$ cat src/rtl/exec_stage_core.sv
// exec_stage_core: registered WISC execute stage (ALU, branch eval, PC adder, muxing).
// Ports: clk, rst_n (sync, active-low); inA/inB/Cin/invA/invB/aluOp ALU controls;
//   brchSig condition code; incPC/imm8/imm11/immSrc/aluPC PC adder inputs;
//   jalSel/aluJmp/SLBIsel/sOpSel select lines; outputs aluOut/aluFinal/newPC/addPC
//   all registered one cycle after inputs are sampled.
module exec_stage_core (
  input  logic        clk,
  input  logic        rst_n,
  input  logic [15:0] inA,
  input  logic [15:0] inB,
  input  logic        Cin,
  input  logic        invA,
  input  logic        invB,
  input  logic [3:0]  aluOp,
  input  logic [2:0]  brchSig,
  input  logic [15:0] incPC,
  input  logic [15:0] imm8,
  input  logic [15:0] imm11,
  input  logic        immSrc,
  input  logic        aluPC,
  input  logic        jalSel,
  input  logic        aluJmp,
  input  logic        SLBIsel,
  input  logic        sOpSel,
  output logic [15:0] aluOut,
  output logic [15:0] aluFinal,
  output logic [15:0] newPC,
  output logic [15:0] addPC
);

  logic [15:0] w_a;
  logic [15:0] w_b;
  logic [3:0]  w_sh;
  logic [16:0] w_sum;
  logic        w_cf;
  logic        w_sf;
  logic        w_of;
  logic        w_zf;
  logic        w_lt;
  logic [31:0] w_dbl;
  logic [31:0] w_rolw;
  logic [31:0] w_rorw;
  logic [15:0] w_rev;
  logic [15:0] w_res;
  logic        w_jmp;
  logic [15:0] w_base;
  logic [15:0] w_imm;
  logic [15:0] w_comp;
  logic [15:0] w_jpc;
  logic [15:0] w_fin;
  logic [15:0] w_npc;
  logic [15:0] w_apc;

  logic [15:0] r_aluOut;
  logic [15:0] r_aluFinal;
  logic [15:0] r_newPC;
  logic [15:0] r_addPC;

  assign w_a   = invA ? ~inA : inA;
  assign w_b   = invB ? ~inB : inB;
  assign w_sh  = w_b[3:0];
  assign w_sum = {1'b0, w_a} + {1'b0, w_b} + {16'b0, Cin};
  assign w_cf  = w_sum[16];
  assign w_sf  = w_sum[15];
  assign w_of  = (w_a[15] == w_b[15]) && (w_sum[15] != w_a[15]);
  assign w_lt  = w_sf ^ w_of;

  // Rotates come from the upper/lower half of a doubled operand.
  assign w_dbl  = {w_a, w_a};
  assign w_rolw = w_dbl << w_sh;
  assign w_rorw = w_dbl >> w_sh;

  always_comb begin
    w_rev = '0;
    for (int i = 0; i < 16; i++) begin
      w_rev[15-i] = w_a[i];
    end
  end

  always_comb begin
    w_res = '0;
    case (aluOp)
      4'b0000: w_res = w_rolw[31:16];
      4'b0001: w_res = w_a << w_sh;
      4'b0010: w_res = w_rorw[15:0];
      4'b0011: w_res = w_a >> w_sh;
      4'b0100: w_res = w_sum[15:0];
      4'b0101: w_res = w_a & w_b;
      4'b0110: w_res = w_a | w_b;
      4'b0111: w_res = w_a ^ w_b;
      4'b1000: w_res = w_rev;
      4'b1001: w_res = w_b;
      4'b1010: w_res = {w_a[7:0], w_b[7:0]};
      4'b1011: w_res = w_a;
      default: w_res = '0;
    endcase
  end

  assign w_zf = (w_res == 16'h0000);

  always_comb begin
    w_jmp = 1'b0;
    case (brchSig)
      3'b000: w_jmp = 1'b0;
      3'b001: w_jmp = w_zf;
      3'b010: w_jmp = ~w_zf;
      3'b011: w_jmp = w_lt;
      3'b100: w_jmp = ~w_lt;
      3'b101: w_jmp = w_zf | w_lt;
      3'b110: w_jmp = w_cf;
      default: w_jmp = 1'b1;
    endcase
  end

  assign w_base = aluPC ? w_res : incPC;
  assign w_imm  = immSrc ? imm11 : imm8;
  assign w_comp = w_base + w_imm;
  assign w_jpc  = w_jmp ? w_comp : incPC;
  assign w_apc  = jalSel ? incPC : w_jpc;
  assign w_fin  = sOpSel ? {15'b0, w_jmp} : w_res;
  assign w_npc  = SLBIsel ? incPC :
                  (aluJmp ? w_res : w_jpc);

  always_ff @(posedge clk) begin
    if (!rst_n) begin
      r_aluOut   <= '0;
      r_aluFinal <= '0;
      r_newPC    <= '0;
      r_addPC    <= '0;
    end else begin
      r_aluOut   <= w_res;
      r_aluFinal <= w_fin;
      r_newPC    <= w_npc;
      r_addPC    <= w_apc;
    end
  end

  assign aluOut   = r_aluOut;
  assign aluFinal = r_aluFinal;
  assign newPC    = r_newPC;
  assign addPC    = r_addPC;

endmodule

$ cat config.mk
export PLATFORM = sky130hd
export DESIGN_NAME = exec_stage_core
export DESIGN_NICKNAME = d
export VERILOG_FILES = /design/src/rtl/exec_stage_core.sv
export SDC_FILE = /design/constraint.sdc
export NUM_CORES = 1
export LEC_CHECK = 0
export ABC_AREA = 1
export CORE_MARGIN = 5
export CORE_UTILIZATION = 30
export CTS_CLUSTER_DIAMETER = 120
export DETAILED_ROUTE_END_ITERATION = 10
export MAX_ROUTING_LAYER = met4
export RECOVER_POWER = 50
export SLEW_MARGIN = 30
export SYNTH_ARGS = -nofsm -noshare
export SYNTH_HDL_FRONTEND = slang
export SYNTH_SLANG_ARGS = --single-unit
$ cat constraint.sdc
create_clock -name clk -period 5.24 [get_ports clk]
set_clock_uncertainty 0.1 [all_clocks]
set_input_delay 1.048 -clock clk [delete_from_list [all_inputs] [get_ports clk]]
set_output_delay 1.048 -clock clk [all_outputs]
set_load 0.01 [all_outputs]
==> run metrics <==
status=finished, final reports clean; crit end category=register; Root Buffer=clkbuf_16; DRC=0; Final TNS setup=0 ps; WP data required=5400 ps; initial antenna violation count=1; Net count, final=1887; die width=171 um; routability cong.=1.01; CTS tree=built; Yosys reg bits=64; worst hold-check path type=input pin to register; Syn-to-layout area delta=59.9%; static leakage=6.45 nW; Setup WS pre-CTS=-750 ps; Die Height=171 um; Initial Util=30.2%; Avg Cell Area, Syn=5.76 um2; combinational share of power=59.0%; Power Total=2.92 mW; Post-synth top flop=dfxtp_1; layout cells sized above 1=25.0%; final hold slack=1180 ps; worst-margin pin slew=869 ps; hold_buf cts=0; Final Max Slew Viols=0; dpl hpwl=28800 um; critical path peak fanout=7; f_max=201 MHz; post-DR vias/cell=5.14; total track usage=24.0%; sequential power share=18.8%; Placement Cell Area=0.0115 mm2; total CTS buffers=9; syn_nets=1504; Sw Pwr=1.17 mW; Yosys warnings=0; Cell Rows=59; routed wire length=35900 um; H-tree depth=3; count of final hold-check violations=0; worst setup margin=258 ps; Switching Fraction=40.2%; Pre-antenna DRT Iters=6; vias in the first global route=9987; Routed Antenna Nets=0; WL/cell=17.3 um; routed vias=10700; sequential share of the synthesized area=16.4%; ys async rst share=0%; Sink Count=64; Distinct cells, synth=45; max-cap violations=0; Max clock buf depth=2; crit start category=input pin; core area=0.0258 mm2; launch point of the worst path=inB[3]; crit path to=newPC[11]; max_slew headroom=41.9%; Post-synth EDFFs=0; Cell Area, Synth=0.00780 mm2; 1st-iter DRT viols=971; IO buf count=161; power density cells=234 mW/mm2; min Tclk post-route=4980 ps; internal power=1.75 mW; Clock Pin Slew Worst Setup and Hold Paths=50 ps; worst path arrival time=5140 ps; Die ar.=0.0293 mm2; setup violators final=0; first-pass GRT wire length=53900 um; peak supply drop=0.365 mV; post-layout instance area=0.0125 mm2; # IOs=162; gr ovfl total=0; Clock Power Share=22.2%; Gate Count Post-Synth=1355; period utilisation layout=95.1%; largest net degree at the start of global routing=41; critical path class=input pin to register
cell type report:
class / instances / area [um2]
fill: 2629 / 13400
timing repair buffer: 423 / 3700
sequential: 64 / 1280
antenna: 1 / 2.50
clock inverter: 6 / 92.6
tap: 335 / 419
multi-input combinational: 1092 / 6180
inverter: 148 / 562
clock buffer: 10 / 239
layout by cell type, fill, tap and decap left out, types with 3 or more instances in the layout:
cell type / count
xor2_1: 10
nand4_1: 13
buf_4: 252
dfxtp_1: 64
o21ai_1: 24
nor3_1: 9
o21ai_2: 17
nor2_1: 110
buf_12: 5
dlygate4sd3_1: 63
ha_1: 35
nand2_1: 381
o21ai_4: 3
inv_2: 11
dlymetal6s2s_1: 11
or2_2: 5
clkbuf_16: 10
xnor2_1: 8
nor4_1: 4
xnor2_2: 9
o22ai_1: 12
ha_4: 11
a21o_1: 6
xor2_2: 3
a22oi_1: 3
nor2_2: 15
a21oi_2: 14
inv_1: 132
o211ai_1: 3
a21oi_1: 60
clkdlybuf4s50_1: 84
nand3_1: 205
mux2_2: 15
nand2_2: 28
buf_6: 4
o21ai_0: 54
nand3_2: 5
power by group through the flow:
stage          Combinational (mW)  Clock (mW)  Sequential [mW]
5_1_grt                      1.87       0.679            0.555
6_report                     1.72       0.649            0.550
4_1_cts                      1.60       0.656            0.553
2_1_floorplan               0.780           0            0.586
3_3_place_gp                 1.57           0            0.563
3_5_place_dp                 1.58           0            0.564
routing by layer:
metal | global-route usage (%) | wire [um]
met4 | 7.58 | 1230
met5 | - | 0
met2 | 36.8 | 16200
met1 | 31.5 | 15000
met3 | 5.65 | 3550
critical path: stages:
cell and delay [ps]:
clkdlybuf4s50_1 440, xnor2_2 240, inv_2 80, ha_4 290
nand2_1 60, inv_1 70, nand3_2 90, nand2_2 100
nand2_2 80, o21ai_4 180, a21oi_2 80, o21ai_2 130
fa_1 420, nand2_1 70, o21ai_1 60, nor4_1 240
nand2_1 100, nor2_2 120, nand3_2 100, nor2_4 120
nand3_4 90, a21oi_4 200, nand3_4 140, clkbuf_16 200
o21ai_4 150, nand2_2 60, a21oi_2 180
worst min-delay path by stage:
stage              from        end  depth (start not counted)
2_1_floorplan     rst_n   newPC[0]                          2
3_3_place_gp   incPC[1]   newPC[1]                          3
3_5_place_dp     jalSel   addPC[8]                          3
4_1_cts          jalSel   addPC[5]                          3
5_1_grt          jalSel  addPC[14]                          3
6_report         jalSel   addPC[1]                          3
state kept, by name (all words and copies together) (netlist names):
| name | count |
|---|---|
| addPC | 16 |
| aluFinal | 16 |
| aluOut | 16 |
| newPC | 16 |
through the flow:
stage	instances	utilization, %
after detailed placement	2048	44.5
after floorplan	1355	-
after global placement	2048	44.6
final	2079	48.3
after global routing	2079	48.3
after CTS	2065	46.0
cell usage after synthesis, types with 13 or more instances:
cell type,number,area share (%)
a21oi_1,74,4.7
buf_2,14,0.90
clkbuf_1,25,1.2
dfxtp_1,64,16
ha_1,48,7.7
inv_1,142,6.8
mux2_2,15,2.2
nand2_1,399,19
nand3_1,210,13
nand4_1,13,1.0
nor2_1,119,5.7
o21ai_0,68,4.4
o21ai_1,20,1.3
xnor2_1,13,1.5
xor2_1,13,1.5
kinds of logic (layout without fill, tap and decap cells):
family	after synthesis	in the layout	share of synthesized area, %
AO/OA/AOI/OAI	208	208	14.9
XOR/XNOR	32	32	4.17
adder cells (fa/ha/maj)	51	51	8.47
buffers and inverters	199	587	10.5
flip-flops	64	64	16.4
multiplexers	16	16	2.29
other	0	1	0
AND/OR/NAND/NOR	785	785	43.2
timing repair:
item	CTS	global route
gates cloned	1	2
hold endpoints to repair	0	0
setup buffers	0	12
endpoints found under the setup margin	33	33
pin swaps	3	56
resized for setup	21	121
No activity file was read; power rests on OpenSTA's default activity.
